## src/rtl/gather.sv

```systemverilog
// Width-gathering stage: packs N consecutive W-bit slave words into one N*W-bit beat.
// A second completed beat can wait in the accumulator while the output register is stalled.
module gather #(
    parameter int W = 8,
    parameter int N = 2
) (
    input  logic           clk,
    input  logic           rst,
    input  logic           s_stb,
    input  logic [W-1:0]   s_dat,
    output logic           s_rdy,
    output logic           m_stb,
    input  logic           m_rdy,
    output logic [N*W-1:0] m_dat
);

    localparam int IW = (N > 1) ? $clog2(N) : 1;

    logic [IW-1:0]  idx_q, idx_d;
    logic [N*W-1:0] acc_q, acc_d;
    logic           accFull_q, accFull_d;
    logic [N*W-1:0] out_q, out_d;
    logic           mStb_q, mStb_d;

    logic           accept;
    logic           drain;
    logic           outFree;
    logic           lastLane;
    logic [N*W-1:0] accNew;

    assign s_rdy    = !accFull_q;
    assign m_stb    = mStb_q;
    assign m_dat    = out_q;

    assign accept   = s_stb && !accFull_q;
    assign drain    = mStb_q && m_rdy;
    assign outFree  = !mStb_q || m_rdy;
    assign lastLane = (idx_q == IW'(N - 1));

    always_comb begin
        accNew = acc_q;
        for (int k = 0; k < N; k++) begin
            if (idx_q == IW'(k)) begin
                accNew[k*W +: W] = s_dat;
            end
        end
    end

    always_comb begin
        idx_d     = idx_q;
        acc_d     = acc_q;
        accFull_d = accFull_q;
        out_d     = out_q;
        mStb_d    = mStb_q;

        if (accept) begin
            acc_d = accNew;
            idx_d = lastLane ? '0 : idx_q + IW'(1);
        end

        // A parked beat has priority; s_rdy is low then, so no word competes with it.
        if (accFull_q && drain) begin
            out_d     = acc_q;
            mStb_d    = 1'b1;
            accFull_d = 1'b0;
        end else if (accept && lastLane && outFree) begin
            out_d  = accNew;
            mStb_d = 1'b1;
        end else if (accept && lastLane) begin
            accFull_d = 1'b1;
        end else if (drain) begin
            mStb_d = 1'b0;
        end
    end

    always_ff @(posedge clk or negedge rst) begin
        if (!rst) begin
            idx_q     <= '0;
            acc_q     <= '0;
            accFull_q <= 1'b0;
            out_q     <= '0;
            mStb_q    <= 1'b0;
        end else begin
            idx_q     <= idx_d;
            acc_q     <= acc_d;
            accFull_q <= accFull_d;
            out_q     <= out_d;
            mStb_q    <= mStb_d;
        end
    end

endmodule

```

## config.mk

```make
export PLATFORM = sky130hd
export DESIGN_NAME = gather
export DESIGN_NICKNAME = d
export VERILOG_FILES = /design/src/rtl/gather.sv
export SDC_FILE = /design/constraint.sdc
export NUM_CORES = 1
export LEC_CHECK = 0
export CAP_MARGIN = 20
export CORE_AREA = 2 2 52 66
export CTS_CLUSTER_SIZE = 28
export DETAILED_ROUTE_END_ITERATION = 8
export DIE_AREA = 0 0 54 68
export GPL_ROUTABILITY_DRIVEN = 0
export GPL_TIMING_DRIVEN = 0
export PLACE_DENSITY = 0.76
export SETUP_SLACK_MARGIN = 0.4
export SLEW_MARGIN = 20
export SYNTH_ARGS = -nofsm -noshare
export SYNTH_HDL_FRONTEND = slang
export SYNTH_SLANG_ARGS = --single-unit
```

## constraint.sdc

```tcl
create_clock -name clk -period 1.7 [get_ports clk]
set_input_delay 0.255 -clock clk [delete_from_list [all_inputs] [get_ports clk]]
set_output_delay 0.255 -clock clk [all_outputs]
set_load 0.03 [all_outputs]
```

Word-level counts from Yosys, hierarchy flattened
Cells that the tools add are included.
Storage, ports and cells
  register bits after elaboration: 35
  input bits: 12
  output and inout bits: 18
  word-level logic and storage cells: 33
Cells by class
  add/subtract/negate cells: 1
  equality and inequality tests: 2
  muxes and demuxes: 12
  reductions and logical operators: 13
Operators with widths (number)
  $mux 16: 2
  $mux 8: 2
  $mux 1: 8
  $logic_and 1x1->1: 5
  $reduce_and 2->1: 2
  $reduce_bool 2->1: 2
  $ne 3x2->1 const B: 1
  $reduce_bool 3->1: 1
  $logic_not 1->1: 2
  $ne 2x2->1 const B: 1
  $add 1x1->1 const B: 1
  $logic_or 1x1->1: 1

Logic depth before layout (Yosys ltp)
  word-level depth: 6
  gate-level depth with buffers: 5
  mapped depth without buffers: 3

Worst setup path before layout
No wires, ideal clock.
  kind: reg2reg
  start point: register mStb_q, in the netlist m_stb
  end point: register out_q[4], in the netlist m_dat[4]
  library setup time: 125 ps
  arrival time: 1334 ps
  data required time: 1575 ps
  path slack: 241 ps
  stages on the path, launching flop included: 5
  cell sequence: dfrtp_1 -> nand2b_1 -> nand3_4 -> buf_6 -> mux2_4
Between the ends
  cells in the longest elaborated chain, start to end: 4
RTL lines
  from (decl): RTL line 23  | logic mStb_q, mStb_d;
  from (signal assigned): RTL line 88  | mStb_q <= mStb_d;
  $logic_not 1->1: RTL line 37  | assign outFree = !mStb_q || m_rdy;
  $logic_or 1x1->1: RTL line 37
  $logic_and 1x1->1: RTL line 66  | end else if (accept && lastLane && outFree) begin
  $reduce_bool 2->1 (no line)
  to (signal assigned): RTL line 87  | out_q <= out_d;
  to (decl): RTL line 22  | logic [N*W-1:0] out_q, out_d;
Parallel ways exist; a longest one is shown, timed or not.
A chain may end at the register's enable or synchronous reset.

Final worst setup path
  start point: register idx_q
  end point: register out_q[3], in the netlist m_dat[3]
Between the ends
  cells in the longest elaborated chain, start to end: 3
RTL lines
  from (decl): RTL line 19  | logic [IW-1:0] idx_q, idx_d;
  from (signal assigned): RTL line 84  | idx_q <= idx_d;
  $mux 8 / $logic_and 1x1->1 (equally long branches): RTL line 43, 66
  $mux 16 / $logic_and 1x1->1 (equally long branches): RTL line 66
  $mux 16 / $reduce_bool 2->1 (equally long branches)
Parallel ways exist; a longest one is shown, timed or not. The select of a mux whose other input is x is not followed.

==> reports/metrics.cfg <==
[floorplanning]
effective_utilization_at_floorplan = 0.476
die_h_microns = 68
rows = 23
dieArea_sq_um = 3670
floorplan.io_pins = 30
dieWidth_microns = 54
core_ar_sq_um = 3110

[routing]
met3_wirelength_from_detailed_routing_microns = 169
top_layer_used = met4
routed_wirelength_mm = 3.20
route.antenna.remaining_nets = 0
detail_route.drc_violations = 0
detailroute.via_count = 996
drtIter0Drc = 11
routed-wl-met2_mm = 1.62
routedLengthMet1_mm = 1.34
via_density_per_instance = 5.35
routed_wire_length_per_instance_microns = 17.2
drt-pass1-iter-count = 4

[flow_run]
maxCapViolations = 0

[global_route]
grt_remaining_overflow = 0
gr-usage-all-layers = 0.209
grt_antenna_before_repair = 0
maximum_number_of_pins_on_one_net_before_global_route_repair = 36
vias_in_the_first_global_route = 1020
first_pass_grt_wire_length_mm = 5.25

[layout]
insertedDiodeCount = 0
final-instance-count-excl-fill = 186
finish.instance_area_sq_um = 2030
nets = 160
fillers = 236
area.growth.synth_to_final_pct = 37.0
fraction_of_layout_cells_with_a_size_suffix_above_1 = 0.497

[power]
leakagePower_nw = 0.964
p_total_mw = 4.33
power.clock.fraction = 0.131
seq_power_share = 0.347
power_frac_comb = 0.522
peakVddDrop_mv = 1.19
p_sw_mw = 1.58
power_switching_share = 0.365
power.density_cell_area_nw_per_um2 = 2140
p_int_mw = 2.75

[sta]
max_slew.worst_pin.slew_ns = 0.767
relative_slew_slack = 0.489
max_slew_violation_count = 0
hold_viol_final = 0
unrepaired_setup_endpoints_after_global_routing = true
setup_viol = 0
final.period_utilization = 0.808
layout_setup_ws_ns = 0.326
max_freq_mhz = 728
period_needed_ns = 1.37
worst_clock_skew_ns = 0.00495

[setup_path]
crit_type = reg2reg
slowest_stage = dfrtp_1
cp_data_required_time_ns = 1.87
cpLargestDelayFamily = flip-flops
path_common_cell = buf_6
worstSetupEndpointType = register
worst_setup_path_start_kind = register
crit_fanout = 4
critical_path.cell_chain = buf_6 > a21o_4 > nand3_4 > buf_6 > mux2_4
crit_path_max_incr_delay_ns = 0.37
data_arrival_time_of_the_critical_path_ns = 1.54
worst-path-buf-inv = 2
worstRegToRegCells = 5
critical_path_depth = 5

[cts]
htreeDepth = 2
clkSinkCount = 35
cts_inserted_buffers = 5
clock-root-buffer = clkbuf_8
cts_tree = done
cts-hold-fix-buffers = 0
clkLatencyLatePin_ns = 0.29
cts.path.max_buffers = 2
path_clk_slew_ns = 0.07

[synthesis]
post_synth.cell_area_avg_sq_um = 14.8
synth_cell_types = 24
ys_seq_area_frac = 0.592
post_synth_instance_area_sq_um = 1480
netlist_instances = 100
postSynthNetCount = 112
synth.yosys.warnings = 0
ys_seq_elements = 35

[hold_path]
worstHoldPathType = in2async

[placed_design]
dp_worst_setup_slack_ns = -0.0681
port_buffers = 29
post-place-cells = 166
postPlaceCellArea_sq_um = 1830
place_hpwl_mm = 1.98

[status]
outcome = finished, final reports clean

## area by class of cell
class / instances / area [sq um] / share of cell area
plain buffers: 4 / 45.0 / 0.0222
clock buffers: 7 / 76.3 / 0.0377
clock inverters: 1 / 5.00 / 0.00247
inverters: 2 / 7.51 / 0.00371
multi-input cells: 59 / 628 / 0.310
flip-flops and latches: 35 / 878 / 0.434
well taps: 37 / 46.3 / 0.0229
repair buffers: 41 / 339 / 0.167
## power groups by stage
stage,Sequential (mW),Combinational [mW],Clock (mW)
global route,1.56,2.42,0.625
finish,1.50,2.26,0.568
detailed placement,1.51,1.98,0
global placement,1.48,1.93,0
floorplan,1.84,0.992,0
CTS,1.49,2.33,0.592
## per-layer routing
layer	GRT usage	vias up
li1	-	455
met1	0.268	514
met2	0.316	21
met3	0.0699	6
met4	0.103	0
met5	0	-
## final timing paths
kind	startpoint	end	slack [ns]
min reg2reg	acc_q[14]	acc_q[14]	0.50
max reg2reg	idx_q	m_dat[3]	0.33
min in group clk	m_rdy	accFull_q	0.36
max	idx_q	m_dat[3]	0.33
max in group asynchronous	rst	accFull_q	1.13
min	rst	m_dat[0]	0.04
## worst reg2reg max path: stages (launching register included)
cell	delay, ns
dfrtp_1	0.37
buf_6	0.12
a21o_4	0.20
nand3_4	0.12
buf_6	0.14
mux2_4	0.30
## per-stage QoR
step	utilization	setup TNS (ns)	hold slack, ns
6_report	0.652	0	0.0355
5_1_grt	0.652	0	0.0927
4_1_cts	0.671	0	0.0570
3_5_place_dp	0.590	-0.520	0.376
3_3_place_gp	0.591	-9.54	0.478
2_1_floorplan	-	0	-0.0406
## registers in the layout, summed over array words and instances, names as in the netlist
register	cells
acc_q	16
m_dat	16
idx_q	1
accFull_q	1
m_stb	1
## cell families after synthesis
family,count (synthesis),share of synthesized area
buf+inv,6,0.0288
xor+xnor,1,0.00592
mux,24,0.193
simple gates,19,0.0982
compound gates,15,0.0821
flops,35,0.592
## synth_stat cells
library cell / instances / share of area
o21ai_0: 2 / 0.0068
a221o_1: 6 / 0.041
nor2_2: 1 / 0.0042
and2_1: 6 / 0.025
buf_4: 1 / 0.0051
mux2_2: 20 / 0.15
buf_2: 1 / 0.0034
a21oi_1: 1 / 0.0034
buf_6: 2 / 0.015
nand2b_4: 1 / 0.0093
nand3_1: 4 / 0.014
a21o_4: 1 / 0.010
and3_1: 1 / 0.0042
and3_2: 1 / 0.0051
nand2b_2: 1 / 0.0059
inv_1: 2 / 0.0051
xnor2_1: 1 / 0.0059
a31oi_1: 5 / 0.021
nor2b_4: 1 / 0.0093
nand3b_1: 1 / 0.0051
nand3_4: 1 / 0.012
dfrtp_1: 35 / 0.59
mux2_4: 4 / 0.041
nand2b_1: 1 / 0.0042
## placed cells by master, fill, tap and decap left out
cell type | netlist | routed
dfrtp_1 | 35 | 33
mux2_4 | 4 | 16
clkbuf_2 | 0 | 14
buf_4 | 1 | 9
mux2_2 | 20 | 8
clkdlybuf4s50_1 | 0 | 8
and2_1 | 6 | 6
a221o_1 | 6 | 6
a31oi_1 | 5 | 5
clkbuf_8 | 0 | 5
buf_6 | 2 | 4
nand3_1 | 4 | 4
nand2b_4 | 1 | 3
inv_1 | 2 | 2
o21ai_0 | 2 | 2
dfrtp_2 | 0 | 2
clkbuf_1 | 0 | 2
dlygate4sd2_1 | 0 | 2
buf_2 | 1 | 2
clkdlybuf4s15_1 | 0 | 2
nand3b_1 | 1 | 1
nor2_4 | 0 | 1
xnor2_1 | 1 | 1
a21oi_1 | 1 | 1
nor2b_4 | 1 | 1
a21o_4 | 1 | 1
nand3_4 | 1 | 1
buf_8 | 0 | 1
and3_4 | 0 | 1
and3_2 | 1 | 1
clkinv_2 | 0 | 1
buf_16 | 0 | 1
clkdlybuf4s15_2 | 0 | 1
buf_12 | 0 | 1
## timing repair
item	CTS	global route
pin swaps	2	2
setup buffers	11	0
endpoints found under the setup margin	48	39
gates resized for setup	55	20
gates cloned	1	0
Power figures use the tool's default switching activity.
